--- src/rtl/coherence_memory_ctrl.sv ---
// coherence_memory_ctrl: memory-side snooping coherence responder with per-line state, owner tracking and backing storage
//   clk, rst_n                      : clock, asynchronous active-low reset
//   req_valid/req_ready             : request bus handshake (req_source, req_addr, req_bus_tx)
//   wb_valid, wb_addr, wb_data      : owner writeback to memory, sampled every cycle
//   resp_valid/resp_ready           : response handshake (resp_destination, resp_addr, resp_data, resp_mmsg)
module coherence_memory_ctrl #(
  parameter int NUM_LINES      = 16,
  parameter int NUM_CACHE      = 8,
  parameter int XLEN           = 32,
  parameter int CACHELINE_SIZE = 8,
  parameter int MEM_LATENCY    = 2,
  localparam int IDX_W         = $clog2(NUM_LINES),
  localparam int SRC_W         = $clog2(NUM_CACHE) + 1
) (
  input  logic                      clk,
  input  logic                      rst_n,
  input  logic                      req_valid,
  output logic                      req_ready,
  input  logic [SRC_W-1:0]          req_source,
  input  logic [XLEN-1:0]           req_addr,
  input  logic [1:0]                req_bus_tx,
  input  logic                      wb_valid,
  input  logic [XLEN-1:0]           wb_addr,
  input  logic [CACHELINE_SIZE-1:0] wb_data,
  output logic                      resp_valid,
  input  logic                      resp_ready,
  output logic [SRC_W-1:0]          resp_destination,
  output logic [XLEN-1:0]           resp_addr,
  output logic [CACHELINE_SIZE-1:0] resp_data,
  output logic [1:0]                resp_mmsg
);
  localparam int CNT_W = $clog2(MEM_LATENCY + 1);
  localparam logic [1:0] GETS = 2'd0, GETM = 2'd1, PUTM = 2'd2, IDLE_TX = 2'd3;
  localparam logic [1:0] EXCLUSIVE = 2'd0, DATA = 2'd1, NODATA = 2'd2;
  typedef enum logic [2:0] {MI, MS, MEORM, MSD, MID, MEORMD} memory_state_t;
  typedef enum logic [1:0] {S_IDLE, S_WAIT, S_SEND} fsm_t;
  fsm_t fsm;
  memory_state_t line_state [NUM_LINES];
  logic [SRC_W-1:0] owner [NUM_LINES];
  logic [CACHELINE_SIZE-1:0] mem [NUM_LINES];
  logic [CNT_W-1:0] cnt;
  logic alive;
  logic [IDX_W-1:0] idx, wb_idx;
  memory_state_t cur, nxt, wb_cur, wb_nxt;
  logic accept, respond, set_owner, wb_hit;
  logic [1:0] act_mmsg;
  logic unused;
  assign unused = ^{req_addr[XLEN-1:IDX_W], wb_addr[XLEN-1:IDX_W]};
  assign idx = req_addr[IDX_W-1:0];
  assign wb_idx = wb_addr[IDX_W-1:0];
  assign cur = line_state[idx];
  assign wb_cur = line_state[wb_idx];
  // alive is a flop so req_ready is held low for the whole reset window
  assign req_ready = alive && fsm == S_IDLE && !(cur inside {MSD, MID, MEORMD});
  assign accept = req_valid && req_ready && req_bus_tx != IDLE_TX;
  assign wb_hit = wb_valid && (wb_cur inside {MSD, MID, MEORMD});
  assign wb_nxt = wb_cur == MSD ? MS : wb_cur == MID ? MI : MEORM;
  always_comb begin
    respond = 1'b0;
    act_mmsg = NODATA;
    nxt = cur;
    set_owner = 1'b0;
    case (req_bus_tx)
      GETS: begin
        respond = cur == MI || cur == MS;
        act_mmsg = cur == MI ? EXCLUSIVE : DATA;
        set_owner = cur == MI;
        nxt = cur == MI ? MEORM : cur == MEORM ? MSD : cur;
      end
      GETM: begin
        respond = cur == MI || cur == MS;
        act_mmsg = DATA;
        set_owner = cur == MI || cur == MS || cur == MEORM;
        nxt = cur == MI || cur == MS ? MEORM : cur;
      end
      PUTM: begin
        // only the recorded owner of an exclusive line can hand it back; everyone else just gets an ack
        respond = !(cur == MEORM && req_source == owner[idx]);
        nxt = respond ? cur : MID;
      end
      default: ;
    endcase
  end
  always_ff @(posedge clk or negedge rst_n) begin
    if (!rst_n) begin
      fsm <= S_IDLE;
      cnt <= '0;
      alive <= 1'b0;
      resp_valid <= 1'b0;
      resp_destination <= '0;
      resp_addr <= '0;
      resp_data <= '0;
      resp_mmsg <= NODATA;
      for (int i = 0; i < NUM_LINES; i++) begin
        line_state[i] <= MI;
        owner[i] <= '0;
        mem[i] <= '0;
      end
    end else begin
      alive <= 1'b1;
      if (wb_hit) begin
        line_state[wb_idx] <= wb_nxt;
        mem[wb_idx] <= wb_data;
      end
      case (fsm)
        S_IDLE: if (accept) begin
          line_state[idx] <= nxt;
          if (set_owner) owner[idx] <= req_source;
          if (respond) begin
            resp_destination <= req_source;
            resp_addr <= req_addr;
            resp_mmsg <= act_mmsg;
            resp_data <= act_mmsg == NODATA ? '0 : mem[idx];
            cnt <= CNT_W'(MEM_LATENCY);
            fsm <= S_WAIT;
          end
        end
        S_WAIT: begin
          cnt <= cnt - CNT_W'(1);
          if (cnt == CNT_W'(1)) begin
            fsm <= S_SEND;
            resp_valid <= 1'b1;
          end
        end
        S_SEND: if (resp_ready) begin
          resp_valid <= 1'b0;
          fsm <= S_IDLE;
        end
        default: fsm <= S_IDLE;
      endcase
    end
  end
endmodule
--- config.mk ---
export PLATFORM = sky130hd
export DESIGN_NAME = coherence_memory_ctrl
export DESIGN_NICKNAME = d
export VERILOG_FILES = /design/src/rtl/coherence_memory_ctrl.sv
export SDC_FILE = /design/constraint.sdc
export NUM_CORES = 1
export LEC_CHECK = 0
export ABC_AREA = 1
export CAP_MARGIN = 20
export CORE_ASPECT_RATIO = 1.2
export CORE_MARGIN = 2
export CORE_UTILIZATION = 52
export DETAILED_ROUTE_END_ITERATION = 8
export GPL_TIMING_DRIVEN = 1
export PLACE_DENSITY = 0.86
export SLEW_MARGIN = 15
export SYNTH_ARGS = -nofsm -noshare
export SYNTH_HDL_FRONTEND = slang
export SYNTH_SLANG_ARGS = --single-unit
--- constraint.sdc ---
create_clock -name clk -period 2.1 [get_ports clk]
set_clock_uncertainty 0.2 [all_clocks]
set_input_delay 0.42 -clock clk [delete_from_list [all_inputs] [get_ports clk]]
set_output_delay 0.42 -clock clk [all_outputs]
set_load 0.005 [all_outputs]
==> results of run 1 <==
[cells by family after synthesis]
group / share of synthesized area, %
other cells: 0.0260
flops: 50.6
fa+ha+maj: 0.0866
simple gates: 30.3
compound gates: 11.8
buf+inv: 7.24
[through the flow]
step | cell area [um2] | hold WS, ns | instances | setup slack (ns)
2_1_floorplan | 15000 | -0.0756 | 1970 | -0.269
3_3_place_gp | 17300 | 0.203 | 2482 | -1.35
3_5_place_dp | 17300 | 0.205 | 2482 | -1.41
4_1_cts | 19900 | 0.174 | 2592 | -0.471
[timing repair]
item / 4_1_cts
pin swaps: 55
endpoints found under the hold margin: 116
gates resized for setup: 264
gates cloned: 18
hold buffers: 1
setup buffers: 41
endpoints found under the setup margin: 292
[per-layer routing]
metal | GRT overflow | track usage [%]
met5 | 0 | 36.1
met1 | 5 | 76.4
met2 | 141 | 90.4
met4 | 102 | 75.3
met3 | 14 | 63.5
==> flow_metrics.env, run 1 <==
export IMPL_clk_path_buf_depth=3
export IMPL_firstError="[ERROR GRT-0232] Routing congestion too high. Check the congestion heatmap in the GUI."
export IMPL_crit_endpoint="req_ready"
export IMPL_die_h_um=187
export IMPL_ys_flop_type="dfrtp_1"
export IMPL_htree_levels=1
export IMPL_synth_area_per_cell_um2=7.33
export IMPL_grt_max_degree=56
export IMPL_worst_endpoint_kind="output port"
export IMPL_cts_buffers=30
export IMPL_grt_usage_pct=76.4
export IMPL_yosys_register_bits=292
export IMPL_yosysMostFrequentCell="nand2_1"
export IMPL_gr_total_overflow=262
export IMPL_syn_inst=1970
export IMPL_yosys_cell_types_count=31
export IMPL_initial_core_util_pct=53.0
export IMPL_synth_warnings=0
export IMPL_rows=66
export IMPL_haltStage="global routing"
export IMPL_synth_top_cell_area_share_pct=50.4
export IMPL_async_reset_ff_share_pct=100
export IMPL_clock_sinks=292
export IMPL_die_w_um=156
export IMPL_gp_routability_congestion=1.02
export IMPL_synth_edff_count=0
export IMPL_dp_final_hpwl_um=32100
export IMPL_ys_seq_area_share_pct=50.6
export IMPL_synth_area_leaders="dfrtp_1 50%, nand2_1 25%, o21ai_0 5.2%"
export IMPL_io_buffers=102
export IMPL_syn_nets=2054
export IMPL_ios=131
export IMPL_synth_area_leader_cell="dfrtp_1"
export IMPL_status="did not finish"
export IMPL_cts_root_buffer="clkbuf_16"
export IMPL_netlist_top_cells_count="954 x nand2_1, 291 x dfrtp_1, 151 x o21ai_0"
export IMPL_syn_area_um2=14400
==> run 2: changes to the inputs <==
Settings changed: CORE_ASPECT_RATIO 1.2 to unset, CORE_UTILIZATION 52 to 40, PLACE_DENSITY 0.86 to unset, PLACE_DENSITY_LB_ADDON set to 0.15.
Clock period 2.1 ns to 2.7 ns, I/O delays scaled along.
==> flow_metrics.env, run 2 <==
export IMPL_status="complete, but fails checks"
export IMPL_violations="negative setup slack"
export IMPL_ant_nets=0
export IMPL_top_regs="mem x128, owner x64, line_state x48"
export IMPL_synth_area_per_cell_um2=7.33
export IMPL_hold_viol=0
export IMPL_area_growth_pct=30.0
export IMPL_insertion_delay_ns=0.53
export IMPL_wl_per_cell_um=17.5
export IMPL_layout_setup_ws_ns=-0.000340
export IMPL_die_h_um=194
export IMPL_cts_buffers=34
export IMPL_drt_iter0_markers=1001
export IMPL_critPathRequiredTime_ns=1.96
export IMPL_syn_area_um2=14400
export IMPL_synth_warnings=0
export IMPL_initial_core_util_pct=40.6
export IMPL_grt_use_met1_pct=36.0
export IMPL_drv_cap=0
export IMPL_p_per_area_nw_per_um2=726
export IMPL_drive_gt1_share_pct=14.6
export IMPL_async_reset_ff_share_pct=100
export IMPL_crit_fanout=3
export IMPL_gr_total_overflow=0
export IMPL_htree_levels=2
export IMPL_drc_errors=0
export IMPL_core_um2=35600
export IMPL_critPathKind="flop to output pin"
export IMPL_worst_setup_hold_path_clk_slew_ns=0.06
export IMPL_final_setup_tns_ns=-0.000340
export IMPL_yosys_register_bits=292
export IMPL_rows=69
export IMPL_use_met2_pct=38.0
export IMPL_setup_violations=1
export IMPL_layout_commonest_cell="nand2_1"
export IMPL_antenna_found_initial=0
export IMPL_cp_end_kind="output pin"
export IMPL_largest_reg_flops=128
export IMPL_yosysMostFrequentCell="nand2_1"
export IMPL_syn_nets=2054
export IMPL_final_cells=2664
export IMPL_yosys_cell_types_count=31
export IMPL_fin_area_um2=18800
export IMPL_synth_area_leaders="dfrtp_1 50%, nand2_1 25%, o21ai_0 5.2%"
export IMPL_top_register="mem"
export IMPL_placed_cell_area_um2=17100
export IMPL_max_vdd_ir_drop_v=0.000577
export IMPL_timing_fmax_mhz=370
export IMPL_tritoncts="done"
export IMPL_placedCellCount=2595
export IMPL_vias_per_cell=5.13
export IMPL_p_leak_nw=9.64
export IMPL_vias=13674
export IMPL_grt_pass1_wl_um=74100
export IMPL_grt_usage_pct=24.6
export IMPL_cts_root_buffer="clkbuf_16"
export IMPL_grt_pass1_vias=13168
export IMPL_crit_arrival_ns=1.96
export IMPL_ios=131
export IMPL_clk_path_buf_depth=3
export IMPL_antenna_cells=0
export IMPL_dp_final_hpwl_um=32100
export IMPL_nNetsFinal=2268
export IMPL_clock_sinks=292
export IMPL_worst_setup_path_start_kind="flop"
export IMPL_ys_flop_type="dfrtp_1"
export IMPL_maxSlewViolCount=0
export IMPL_report_power_total_mw=13.6
export IMPL_met3_usage_pct=3.72
export IMPL_grt_setup_unrepaired="yes"
export IMPL_final_cell_mix="928 x nand2_1, 291 x dfrtp_1, 144 x o21ai_0"
export IMPL_finalWorstPathRequiredPeriod_ns=2.70
export IMPL_synth_area_leader_cell="dfrtp_1"
export IMPL_worst_pin_slew_ns=0.684
export IMPL_netlist_top_cells_count="954 x nand2_1, 291 x dfrtp_1, 151 x o21ai_0"
export IMPL_grt_max_degree=87
export IMPL_fp_dieArea_um2=37600
export IMPL_wl_um=46600
export IMPL_gp_routability_congestion=0.941
export IMPL_syn_inst=1970
export IMPL_synth_top_cell_area_share_pct=50.4
export IMPL_grt_busiest_layer="met2"
export IMPL_min_period_over_period_pct=100
export IMPL_place_ws_ns=-1.03
export IMPL_ys_seq_area_share_pct=50.6
export IMPL_synth_edff_count=0
export IMPL_die_w_um=194
export IMPL_io_buffers=102
export IMPL_slew_limit_headroom_pct=54.3
export IMPL_min_path_type="flop to flop"
export IMPL_drtPass1Iterations=5
==> run 2: cell counts after synthesis <==
No cell type changed its count.
==> run 2: worst paths after layout <==
path | slack [ns] | end | cells after the start | from
setup / recovery | -0.0003 | req_ready | 12 | line_state[37]
min in group asynchronous | 0.30 | line_state[1] | 2 | rst_n
max in group asynchronous | 1.23 | resp_mmsg[1] | 3 | rst_n
hold / removal | 0.27 | resp_addr[30] | 2 | resp_addr[30]
hold reg to reg | 0.27 | resp_addr[30] | 2 | resp_addr[30]
setup reg to reg | 0.09 | owner[45] | 16 | line_state[37]
==> run 2: critical path, cell delays in order, from the launching register on <==
cell and delay [ns]:
dfrtp_1 0.39, nand2_1 0.13, nand2_1 0.07, nand2_1 0.05, nand2_1 0.06, nand2_1 0.05
nand2_1 0.11, nor2_4 0.20, nor2_4 0.07, nand2_2 0.09, nand2_2 0.06, inv_2 0.07
buf_6 0.09
==> run 2: report_power, final <==
part           leakage [nW]  switching [mW]  internal (mW)
registers              3.61           0.452           5.25
clock network         0.534            1.84           2.73
logic                  5.49            1.77           1.58
==> run 2: layout make-up <==
class                           instances  area, um2
Fill cell                            3408      16800
Sequential cell                       292       7310
Multi-Input combinational cell       1418       6420
Timing Repair Buffer                  277       2750
Clock buffer                           49        988
Inverter                              161        628
Tap cell                              461        577
Clock inverter                          6       98.8
==> run 2: what timing repair did <==
action,4_1_cts,5_1_grt
gates cloned,0,2
setup endpoints to repair,290,271
gates resized for setup,67,69
hold buffers,1,0
setup buffers,9,3
pin swaps,7,19
hold endpoints to repair,29,0
==> run 2: metal layers <==
| metal | share of wire (%) | routed length (um) | vias to the layer above |
|---|---|---|---|
| met5 | 0 | 0 | - |
| met1 | 47 | 21800 | 6490 |
| met4 | 2.5 | 1170 | 0 |
| li1 | - | - | 6651 |
| met3 | 6.3 | 2920 | 81 |
| met2 | 44 | 20700 | 452 |
==> run 2: stage by stage <==
stage | hold WS, ns | util, %
floorplan | 0.0444 | -
global placement | 0.246 | 48.2
detailed placement | 0.248 | 48.2
CTS | 0.272 | 51.9
global route | 0.291 | 52.8
finish | 0.268 | 52.8
==> run 2: cells by family after synthesis <==
family / count (synthesis) / share of synthesized area [%]
other: 1 / 0.0260
adder cells (fa/ha/maj): 1 / 0.0866
AND/OR/NAND/NOR: 1123 / 30.3
AO/OA/AOI/OAI: 293 / 11.8
buffers and inverters: 260 / 7.24
flip-flops: 292 / 50.6
(Power assumes the default switching activity.)
==> run 3: changes to the inputs <==
Settings changed: ABC_AREA 1 to 0, REMOVE_ABC_BUFFERS set to 1.
==> flow_metrics.env, run 3 <==
export IMPL_status="complete, but fails checks"
export IMPL_violations="negative setup slack"
export IMPL_hold_ws_ns=0.303
export IMPL_worst_setup_path_start_kind="flop"
export IMPL_gr_total_overflow=0
export IMPL_synth_area_leader_cell="dfrtp_1"
export IMPL_finalWorstPathRequiredPeriod_ns=3.04
export IMPL_core_um2=35300
export IMPL_drc_errors=0
export IMPL_hold_path_endpoint="mem[14]"
export IMPL_final_cell_mix="291 x dfrtp_1, 201 x mux2_4, 137 x buf_4"
export IMPL_p_leak_nw=9.34
export IMPL_ant_nets=0
export IMPL_cts_buffers=35
export IMPL_min_from="mem[14]"
export IMPL_hold_viol=0
export IMPL_synth_warnings=0
export IMPL_grt_max_degree=64
export IMPL_ios=131
export IMPL_hold_path_depth=1
export IMPL_critPathKind="flop to flop"
export IMPL_crit_arrival_ns=3.23
export IMPL_rows=69
export IMPL_clk_path_buf_depth=3
export IMPL_netlist_top_cells_count="291 x dfrtp_1, 207 x mux2_2, 83 x mux4_2"
export IMPL_place_ws_ns=-1.23
export IMPL_layout_commonest_cell="dfrtp_1"
export IMPL_vias=9438
export IMPL_final_setup_tns_ns=-69.77
export IMPL_top_register="mem"
export IMPL_clock_sinks=292
export IMPL_placed_cell_area_um2=17100
export IMPL_grt_setup_unrepaired="yes"
export IMPL_htree_levels=2
export IMPL_syn_area_um2=14300
export IMPL_die_w_um=193
export IMPL_regToRegSetupSlack_ns=-0.34
export IMPL_grt_pass1_wl_um=62800
export IMPL_insertion_delay_ns=0.53
export IMPL_synth_edff_count=0
export IMPL_min_period_over_period_pct=113
export IMPL_ys_flop_type="dfrtp_1"
export IMPL_report_power_total_mw=12.7
export IMPL_placedCellCount=1648
export IMPL_drtPass1Iterations=4
export IMPL_worst_pin_slew_ns=0.742
export IMPL_setup_violations=290
export IMPL_synth_area_per_cell_um2=14.7
export IMPL_initial_core_util_pct=40.4
export IMPL_nNetsFinal=1346
export IMPL_timing_fmax_mhz=329
export IMPL_final_cells=1745
export IMPL_async_reset_ff_share_pct=100
export IMPL_ys_seq_area_share_pct=51.2
export IMPL_grt_pass1_vias=10337
export IMPL_area_growth_pct=41.0
export IMPL_layout_core_utilization_pct=57.0
export IMPL_reg2reg_from="owner[0]"
export IMPL_wl_um=39700
export IMPL_gp_routability_congestion=0.818
export IMPL_largest_reg_flops=128
export IMPL_maxSlewViolCount=0
export IMPL_max_vdd_ir_drop_v=0.000508
export IMPL_antenna_cells=0
export IMPL_cts_root_buffer="clkbuf_16"
export IMPL_io_buffers=102
export IMPL_synth_top_cell_area_share_pct=51.0
export IMPL_vias_per_cell=5.41
export IMPL_fp_dieArea_um2=37200
export IMPL_r2r_end="resp_addr[30]"
export IMPL_worst_setup_hold_path_clk_slew_ns=0.06
export IMPL_tritoncts="done"
export IMPL_grt_usage_pct=22.1
export IMPL_drt_iter0_markers=514
export IMPL_top_regs="mem x128, owner x64, line_state x48"
export IMPL_antenna_found_initial=0
export IMPL_yosysMostFrequentCell="dfrtp_1"
export IMPL_die_h_um=193
export IMPL_crit_fanout=21
export IMPL_wl_per_cell_um=22.7
export IMPL_slew_limit_headroom_pct=50.4
export IMPL_syn_inst=971
export IMPL_drv_cap=0
export IMPL_reg2regPathDepth=8
export IMPL_min_path_type="flop to flop"
export IMPL_drive_gt1_share_pct=53.1
export IMPL_synth_area_leaders="dfrtp_1 51%, mux2_2 16%, mux4_2 13%"
export IMPL_critPathRequiredTime_ns=2.90
export IMPL_cp_end_kind="flop"
export IMPL_yosys_cell_types_count=56
export IMPL_layout_setup_ws_ns=-0.339
export IMPL_yosys_register_bits=292
export IMPL_fin_area_um2=20100
export IMPL_n_fill_cell=2848
export IMPL_p_per_area_nw_per_um2=630
export IMPL_dp_final_hpwl_um=25900
==> run 3: cell types whose count changed after synthesis, sizes merged, moves of 14 or more <==
cell,delta
mux2i,+77
o221ai,-28
nand2b,+15
a22oi,-36
nor3,+14
mux4,+83
inv,-142
o21ai,-183
mux2,+228
clkinv,-14
nand3,-55
nor2,-69
nand2,-911
==> run 3: kinds of logic after synthesis <==
group                      after synthesis  share of synthesized area (%)
muxes                                  388                           37.0
DFF                                    292                           51.2
and+or+nand+nor                        141                           5.73
buffers and inverters                   83                           2.79
AOI/OAI and AO/OA                       61                           2.95
xor gates and xnor gates                 3                          0.184
adders and majority gates                2                          0.158
other                                    1                         0.0263
==> run 3: layer usage <==
metal | global-route usage [%] | wire [um]
met4 | 6.02 | 915
met2 | 36.2 | 19300
met1 | 30.5 | 17700
met5 | 0 | 0
met3 | 3.73 | 1820
==> run 3: worst max-delay path, cell delays in order (launching register included) <==
cell and delay (ns):
dfrtp_1 0.38, mux4_2 0.52, mux4_2 0.52, xnor2_2 0.16, nand3_2 0.14, a211oi_4 0.36
o31ai_4 0.13, buf_12 0.19, mux2_4 0.31
==> run 3: worst max path at each step <==
stage | end | startpoint
floorplan | resp_addr[0] | req_addr[1]
global placement | mem[110] | wb_addr[0]
detailed placement | mem[105] | wb_addr[0]
CTS | resp_addr[26] | owner[20]
global route | resp_addr[8] | line_state[14]
finish | resp_addr[30] | owner[0]
==> run 3: repair_timing <==
item,CTS,global route
hold buffers,1,0
hold endpoints to repair,50,0
resized for setup,286,94
buffers inserted,26,8
endpoints found under the setup margin,290,290
gates cloned,3,1
pin swaps,30,18
==> run 3: power breakdown <==
group | internal, mW | switching, mW
sequential | 4.93 | 0.314
combinational | 1.77 | 1.07
clock | 2.75 | 1.83
total | 9.45 | 3.22
==> run 3: cell type report <==
cell class / count / area (um2) / area share, %
Clock buffer: 49 / 988 / 4.91
Inverter: 5 / 18.8 / 0.0933
Sequential cell: 292 / 7310 / 36.3
Tap cell: 461 / 577 / 2.87
Clock inverter: 10 / 115 / 0.572
Timing Repair Buffer: 332 / 3320 / 16.5
Multi-Input combinational cell: 596 / 7790 / 38.7
